===== src/rtl/dec_ib_fifo_ctl.sv =====
// Decode instruction buffer: circular queue between the aligner and the decode output mux.
// Accepts up to two packets per cycle, retires up to two, and presents the two oldest entries.
module dec_ib_fifo_ctl #(
   parameter int unsigned DEPTH = 8,
   parameter int unsigned BRP_W = 23,
   parameter int unsigned CNT_W = $clog2(DEPTH) + 1
) (
   input  logic             clk,
   input  logic             rst_l,
   input  logic             flush,
   input  logic             wr0_valid,
   input  logic             wr1_valid,
   input  logic [31:0]      wr0_instr,
   input  logic [31:0]      wr1_instr,
   input  logic [15:0]      wr0_cinst,
   input  logic [15:0]      wr1_cinst,
   input  logic [36:0]      wr0_pc,
   input  logic [36:0]      wr1_pc,
   input  logic [BRP_W-1:0] wr0_brp,
   input  logic [BRP_W-1:0] wr1_brp,
   input  logic             wr0_dbg_wdata,
   input  logic             wr0_dbg_fence,
   input  logic             rd0_en,
   input  logic             rd1_en,
   output logic             dec_ib0_valid_d_fifo,
   output logic             dec_ib1_valid_d_fifo,
   output logic             dec_ib2_valid_d_fifo,
   output logic             dec_ib3_valid_d_fifo,
   output logic [31:0]      dec_i0_instr_d_fifo,
   output logic [31:0]      dec_i1_instr_d_fifo,
   output logic [15:0]      dec_i0_cinst_d_fifo,
   output logic [15:0]      dec_i1_cinst_d_fifo,
   output logic [36:0]      pc0_fifo,
   output logic [36:0]      pc1_fifo,
   output logic [BRP_W-1:0] dec_i0_brp_fifo,
   output logic [BRP_W-1:0] dec_i1_brp_fifo,
   output logic             dec_debug_wdata_rs1_d_fifo,
   output logic             dec_debug_fence_d_fifo,
   output logic [CNT_W-1:0] fifo_count,
   output logic             ifu_ib_stall,
   output logic             ovf_err,
   output logic             udf_err
);

   localparam int unsigned PW = $clog2(DEPTH);

   logic [31:0]      instr_q [DEPTH];
   logic [15:0]      cinst_q [DEPTH];
   logic [36:0]      pc_q    [DEPTH];
   logic [BRP_W-1:0] brp_q   [DEPTH];
   logic             dbgw_q  [DEPTH];
   logic             dbgf_q  [DEPTH];

   logic [PW-1:0]    rd_ptr, wr_ptr, rd_ptr_p1, wr_ptr_p1;
   logic [CNT_W-1:0] count, free_cnt, count_nxt;
   logic [CNT_W-1:0] nwr_req, nwr_acc, nrd_req, nrd_acc;
   logic             wr_ovf, rd_udf, have_one, have_two;

   assign rd_ptr_p1 = rd_ptr + PW'(1);
   assign wr_ptr_p1 = wr_ptr + PW'(1);

   // Acceptance uses the registered count only; slots freed by a same-cycle read are not reusable.
   always_comb begin
      free_cnt  = CNT_W'(DEPTH) - count;
      nwr_req   = wr0_valid ? (wr1_valid ? CNT_W'(2) : CNT_W'(1)) : '0;
      wr_ovf    = (wr1_valid & ~wr0_valid) | (nwr_req > free_cnt);
      nwr_acc   = wr_ovf ? '0 : nwr_req;
      nrd_req   = rd0_en ? (rd1_en ? CNT_W'(2) : CNT_W'(1)) : '0;
      rd_udf    = (rd1_en & ~rd0_en) | (nrd_req > count);
      nrd_acc   = (nrd_req > count) ? count : nrd_req;
      count_nxt = count + nwr_acc - nrd_acc;
   end

   always_ff @(posedge clk or negedge rst_l) begin
      if (!rst_l) begin
         rd_ptr <= '0;
         wr_ptr <= '0;
         count  <= '0;
      end else if (flush) begin
         rd_ptr <= '0;
         wr_ptr <= '0;
         count  <= '0;
      end else begin
         rd_ptr <= rd_ptr + PW'(nrd_acc);
         wr_ptr <= wr_ptr + PW'(nwr_acc);
         count  <= count_nxt;
      end
   end

   always_ff @(posedge clk or negedge rst_l) begin
      if (!rst_l) begin
         for (int unsigned i = 0; i < DEPTH; i++) begin
            instr_q[i] <= '0;
            cinst_q[i] <= '0;
            pc_q[i]    <= '0;
            brp_q[i]   <= '0;
            dbgw_q[i]  <= 1'b0;
            dbgf_q[i]  <= 1'b0;
         end
      end else if (!flush && (nwr_acc != '0)) begin
         instr_q[wr_ptr] <= wr0_instr;
         cinst_q[wr_ptr] <= wr0_cinst;
         pc_q[wr_ptr]    <= wr0_pc;
         brp_q[wr_ptr]   <= wr0_brp;
         dbgw_q[wr_ptr]  <= wr0_dbg_wdata;
         dbgf_q[wr_ptr]  <= wr0_dbg_fence;
         if (nwr_acc == CNT_W'(2)) begin
            instr_q[wr_ptr_p1] <= wr1_instr;
            cinst_q[wr_ptr_p1] <= wr1_cinst;
            pc_q[wr_ptr_p1]    <= wr1_pc;
            brp_q[wr_ptr_p1]   <= wr1_brp;
            dbgw_q[wr_ptr_p1]  <= 1'b0;
            dbgf_q[wr_ptr_p1]  <= 1'b0;
         end
      end
   end

   // Count masking hides stale storage after a flush, which leaves the entries untouched.
   always_comb begin
      have_one = (count != '0);
      have_two = (count > CNT_W'(1));

      dec_ib0_valid_d_fifo = have_one;
      dec_ib1_valid_d_fifo = have_two;
      dec_ib2_valid_d_fifo = (count > CNT_W'(2));
      dec_ib3_valid_d_fifo = (count > CNT_W'(3));

      dec_i0_instr_d_fifo        = have_one ? instr_q[rd_ptr] : '0;
      dec_i0_cinst_d_fifo        = have_one ? cinst_q[rd_ptr] : '0;
      pc0_fifo                   = have_one ? pc_q[rd_ptr]    : '0;
      dec_i0_brp_fifo            = have_one ? brp_q[rd_ptr]   : '0;
      dec_debug_wdata_rs1_d_fifo = have_one & dbgw_q[rd_ptr];
      dec_debug_fence_d_fifo     = have_one & dbgf_q[rd_ptr];

      dec_i1_instr_d_fifo = have_two ? instr_q[rd_ptr_p1] : '0;
      dec_i1_cinst_d_fifo = have_two ? cinst_q[rd_ptr_p1] : '0;
      pc1_fifo            = have_two ? pc_q[rd_ptr_p1]    : '0;
      dec_i1_brp_fifo     = have_two ? brp_q[rd_ptr_p1]   : '0;

      fifo_count   = count;
      ifu_ib_stall = (free_cnt < CNT_W'(2));
      ovf_err      = rst_l & ~flush & wr_ovf;
      udf_err      = rst_l & ~flush & rd_udf;
   end

endmodule


===== config.mk =====
export PLATFORM = sky130hd
export DESIGN_NAME = dec_ib_fifo_ctl
export DESIGN_NICKNAME = d
export VERILOG_FILES = /design/src/rtl/dec_ib_fifo_ctl.sv
export SDC_FILE = /design/constraint.sdc
export NUM_CORES = 2
export LEC_CHECK = 0
export CAP_MARGIN = 20
export CELL_PAD_IN_SITES_DETAIL_PLACEMENT = 1
export CELL_PAD_IN_SITES_GLOBAL_PLACEMENT = 1
export CORE_MARGIN = 1
export CORE_UTILIZATION = 47
export CTS_BUF_LIST = sky130_fd_sc_hd__clkbuf_8
export CTS_CLUSTER_DIAMETER = 80
export DETAILED_ROUTE_END_ITERATION = 10
export HOLD_SLACK_MARGIN = 0.06
export PLACE_DENSITY_LB_ADDON = 0.1
export SETUP_SLACK_MARGIN = 0.05
export SYNTH_ARGS = -nofsm -noshare
export SYNTH_HDL_FRONTEND = slang
export SYNTH_SLANG_ARGS = --single-unit

===== constraint.sdc =====
create_clock -name clk -period 4.4 [get_ports clk]
set_input_delay 0.88 -clock clk [delete_from_list [all_inputs] [get_ports clk]]
set_output_delay 0.88 -clock clk [all_outputs]
set_load 0.01 [all_outputs]

## After elaboration in Yosys (flattened, before gate mapping)

Cells that the tools add are included.
W data, S select, Z words.

| word-level totals | value |
|---|---|
| memory bits (writable) | 0 |
| memories kept | 0 |
| bits in registers | 890 |
| input port bits | 225 |
| latch bits | 0 |
| word-level logic and storage cells | 179 |
| ROM bits | 0 |

| cells by class | value |
|---|---|
| shift-type cells | 0 |
| $add $sub $neg | 7 |
| equality and inequality tests | 1 |
| magnitude comparators | 12 |
| reductions and logical operators | 6 |
| bitwise logic cells | 19 |
| div/mod/pow operators | 0 |
| multiplexer cells | 83 |
| multiply operators | 0 |

Operators with widths:

| kind | number |
|---|---|
| $bwmux W296 | 2 |
| $bwmux W256 | 2 |
| $bwmux W184 | 2 |
| $mux W296 | 1 |
| $mux W37 | 8 |
| $bwmux W128 | 2 |
| $mux W256 | 1 |
| $mux W32 | 8 |
| $bmux W37 S3 | 2 |
| $demux W37 S3 | 2 |
| $bmux W32 S3 | 2 |
| $demux W32 S3 | 2 |
| $mux W184 | 1 |
| $mux W23 | 8 |
| $bmux W23 S3 | 2 |
| $demux W23 S3 | 2 |
| $mux W128 | 1 |
| $mux W16 | 8 |
| $bmux W16 S3 | 2 |
| $demux W16 S3 | 2 |
| $and A8 B8 Y8 | 2 |
| $bwmux W8 | 2 |
| $ge A4 B4 Y1 const B | 4 |
| $mux W8 | 2 |
| other kinds (26) | 58 |

## Depth between registers and ports, before layout

| logic depth | value |
|---|---|
| depth in word-level cells | 9 |
| depth in mapped cells | 16 |

## Least setup slack after synthesis

Ideal clock, no wire load.

| timing path | value |
|---|---|
| path type | input to register |
| start point | input port wr1_valid |
| end point | register count[3], in the netlist fifo_count[3] |
| data arrival time | 3.770 ns |
| slack | 0.498 ns |
| cell stages on the path | 16 |
| data required time | 4.268 ns |
| path through | clkbuf_1 -> nand2_1 -> inv_1 -> ha_1 -> nor2b_1 -> a2bb2oi_2 -> buf_2 -> nand2_1 -> nand2_1 -> inv_1 -> fa_1 -> ha_1 -> a21o_1 -> a21oi_1 -> xnor2_1 -> nor2_1 |

| between the ends | value |
|---|---|
| longest elaborated chain between the ends | 8 |

RTL lines:

| element | line | RTL |
|---|---|---|
| start: declaration | 12 | `input logic wr1_valid,` |
| $mux W2 (2 in a row) | 65 | `nwr_req = wr0_valid ? (wr1_valid ? CNT_W'(2) : CNT_W'(1)) : '0;` |
| $gt A2 B4 Y1 | 66 | `wr_ovf = (wr1_valid & ~wr0_valid) \| (nwr_req > free_cnt);` |
| $or A1 B1 Y1 | 66 |  |
| $mux W2 * | 67 | `nwr_acc = wr_ovf ? '0 : nwr_req;` |
| $add A4 B2 Y4 * | 71 | `count_nxt = count + nwr_acc - nrd_acc;` |
| $sub A4 B4 Y4 * | 71 |  |
| $mux W4 * | 79 | `end else if (flush) begin` |
| end signal: assignment | 86 | `count <= count_nxt;` |
| end: declaration | 55 | `logic [CNT_W-1:0] count, free_cnt, count_nxt;` |

Mark *: on every way between the ends. The rest lies on a longest branch, timed or not.
A chain may end at the register's enable or synchronous reset.

## Final worst setup path

| timing path | value |
|---|---|
| start point | register rd_ptr[2] |
| end point | output port dec_i0_brp_fifo[20] |

| between the ends | value |
|---|---|
| longest elaborated chain between the ends | 5 |

RTL lines:

| element | line | RTL |
|---|---|---|
| start: declaration | 54 | `logic [PW-1:0] rd_ptr, wr_ptr, rd_ptr_p1, wr_ptr_p1;` |
| start signal: assignment | 84 | `rd_ptr <= rd_ptr + PW'(nrd_acc);` |
| $not A3 Y4 (not written as such) | 131 | `dec_i0_brp_fifo = have_one ? brp_q[rd_ptr] : '0;` |
| $bmux W23 S3 | 131 |  |
| $mux W23 (not written as such) (2 in a row) | 131 |  |
| $mux W23 | 131 |  |
| end: declaration | 35 | `output logic [BRP_W-1:0] dec_i0_brp_fifo,` |

Every way passes these cells. The select of a mux whose other input is x is not followed.

==> qor.csv <==
metric,value,unit
outcome,completed,
p_per_area,857.6,nW/µm²
drv_slew,0,
worstRegToRegCells,11,
tightest_slew,1065,ps
max_stage_delay,720,ps
post_drt_wl_per_cell,33.02,µm
cts_tree,yes,
tns,0,ps
relSlewSlack,29.02,%
die_area,124800,µm²
synth-seq-area-share,38.41,%
required,3520,ps
hold_viol,0,
antenna_left,0,
port_buffers,453,
syn_avg_cell_area,8.512,µm²
num-fill-cells,13955,
drc,0,
ys_seq_elements,890,
grt_setup_unrepaired,true,
max_freq,0.2289,GHz
numCtsBuffers,168,
grt_max_degree,164,
yosysMostFrequentCell,nand2_1,
crit_fanout,58,
ir_drop,0.0006380,V
cts_buffer_depth,3,
reg2reg_from,fifo_count[1]$_DFF_PN0_,
timing.final.crit_share,99.29,%
layout_setup_ws,31.06,ps
die_width,353.2,µm
drt_iter0_markers,7885,
via_per_inst,7.026,
endpoint_kind,primary output,
drive_gt1_share,15.53,%
syn_to_final_growth,19.20,%
ys_warn_count,0,
setup_viol,0,
ys_types,42,
drv_cap,0,
worstSetupStartpoint,rd_ptr[2]$_DFF_PN0_,
gp_congestion,0.8629,
gr-total-overflow,0,
antenna_found_initial,30,
grtUsageTotal,44.91,%
hp-class,in -> async,
fin_skew,26.98,ps
routed_wl,286800,µm
hpwl,151000,µm
reg2reg_slack,1000,ps
clock_sinks,890,
crit_arrival,3490,ps
core_area,122000,µm²
ctsRootBufferMaster,clkbuf_8,
power.leakage,0.02805,µW
start_util,47.51,%
synth_top_area_share,38.41,%
num_rows,128,
yosys_most_used_dff,dfrtp_1,
clk_latency,930,ps
dr_total_vias,61010,
fin_nets,7172,
synth_edf_count,0,
synth_area_leaders,"dfrtp_1 38%, mux4_2 17%, nand2_1 13%, a21oi_1 8.4%, o22ai_1 7.0%",
syn_nets,7058,
netlist_instances,6812,
grt_pass1_wl,419700,µm
final_util,56.63,%
place_ws,239.0,ps
start_kind,flop,
syn_area,57980,µm²
ios,454,
synth_top_area_cell,dfrtp_1,
die_h,353.2,µm
path_class,reg -> out,
htreeDepth,4,
grt_pass1_vias,64165,
synth_commonest_cells,"1,962 x nand2_1, 978 x a21oi_1, 890 x dfrtp_1",
r2r-end,cinst_q[32]$_DFFE_PN0P_,
synthArstFlopShare,100.0,%
period_needed,4369,ps
crit_chain,buf_16 > mux2i_1 > nor2_1 > clkdlybuf4s50_1,
dr.pass1.iters,6,
crit_slowest_cell,dfrtp_4,
clk_transition_reported_paths,60,ps
[worst max-delay path by stage]
stage                         endpoint  slack [ps]  cells after the start
2_1_floorplan  fifo_count[3]$_DFF_PN0_         500                     16
3_3_place_gp   fifo_count[3]$_DFF_PN0_         320                     14
3_5_place_dp   fifo_count[3]$_DFF_PN0_         240                     14
4_1_cts        dec_i0_instr_d_fifo[11]         -60                      5
5_1_grt        dec_i1_instr_d_fifo[11]          30                      9
6_report           dec_i0_brp_fifo[20]          30                      4
[metrics by stage]
stage / total power (µW) / hold WS [ps] / cell area [µm²] / std cells
floorplan: 33370 / 460.6 / 57980 / 6812
global placement: 46530 / 477.3 / 64300 / 8318
detailed placement: 47650 / 480.2 / 64300 / 8318
CTS: 57710 / 395.5 / 68720 / 8655
global route: 61360 / 454.5 / 69100 / 8679
finish: 59270 / 451.2 / 69110 / 8684
[final cells by class]
| class | instances | area (µm²) | area share [%] |
|---|---|---|---|
| repair buffers | 729 | 8768 | 12.69 |
| multi-input cells | 5121 | 32670 | 47.27 |
| diodes | 15 | 37.54 | 0.05431 |
| well taps | 1625 | 2033 | 2.942 |
| inverters | 16 | 60.06 | 0.08690 |
| clock buffers | 213 | 2932 | 4.242 |
| clock inverters | 75 | 324.1 | 0.4689 |
| flip-flops and latches | 890 | 22290 | 32.25 |
[registers in the layout, summed over array words and instances (netlist names)]
| name | count |
|---|---|
| brp_q | 184 |
| cinst_q | 128 |
| dbgf_q | 8 |
| dbgw_q | 8 |
| fifo_count | 4 |
| instr_q | 256 |
| pc_q | 296 |
| rd_ptr | 3 |
| wr_ptr | 3 |
[cell families (layout without fill, tap and decap cells)]
logic type,count (synthesis),in the layout,share of synthesized area [%]
flip-flops,890,890,38.41
AO/OA/AOI/OAI,1882,1882,17.89
other,0,15,0
XOR/XNOR,9,9,0.1359
adder cells (fa/ha/maj),21,21,0.5050
AND/OR/NAND/NOR,2662,2662,17.90
multiplexers,547,547,18.85
buffers and inverters,801,1033,6.306
[layer usage]
metal  global-route usage (%)  up-vias  share of wire [%]
li1                         -    24209                  -
met1                    56.79    30640                 36
met2                    68.49     4869                 45
met3                    11.88     1260                 13
met4                    28.58       32                6.6
met5                        0        -              0.076
[worst max-delay path: cells and delay by family (launching register included)]
| family | cells | cell delay (ps) |
|---|---|---|
| mux | 1 | 220 |
| flops | 1 | 720 |
| simple gates | 1 | 340 |
| buf+inv | 2 | 1140 |
[placed cells by master (no fill, tap or decap), types with 9 or more instances in the layout]
cell	count
buf_16	31
dfrtp_1	885
mux2i_1	90
o21ai_1	209
buf_4	110
buf_2	31
clkbuf_2	15
nor2_1	550
clkdlybuf4s15_1	18
o22ai_1	649
diode_2	15
mux4_2	436
dlygate4sd2_1	41
buf_12	106
a21oi_2	25
nand2_1	1957
a22o_1	16
a21oi_1	948
clkinv_2	9
a21oi_4	12
clkbuf_8	213
mux2i_2	15
clkbuf_16	11
bufbuf_16	9
inv_1	75
nand2b_1	114
clkdlybuf4s50_1	334
ha_1	14
[what timing repair did]
item	in CTS	in global routing
buffers inserted	27	4
gates resized for setup	329	76
hold buffers	1	0
hold endpoints to repair	25	0
cloned	21	11
pin swaps	3	1
endpoints found under the setup margin	204	127
[power by group]
group	switching (µW)	internal, µW
sequential	3140	11700
clock	4030	4300
combinational	19500	16500
total	26700	32600
(Power assumes the default switching activity.)
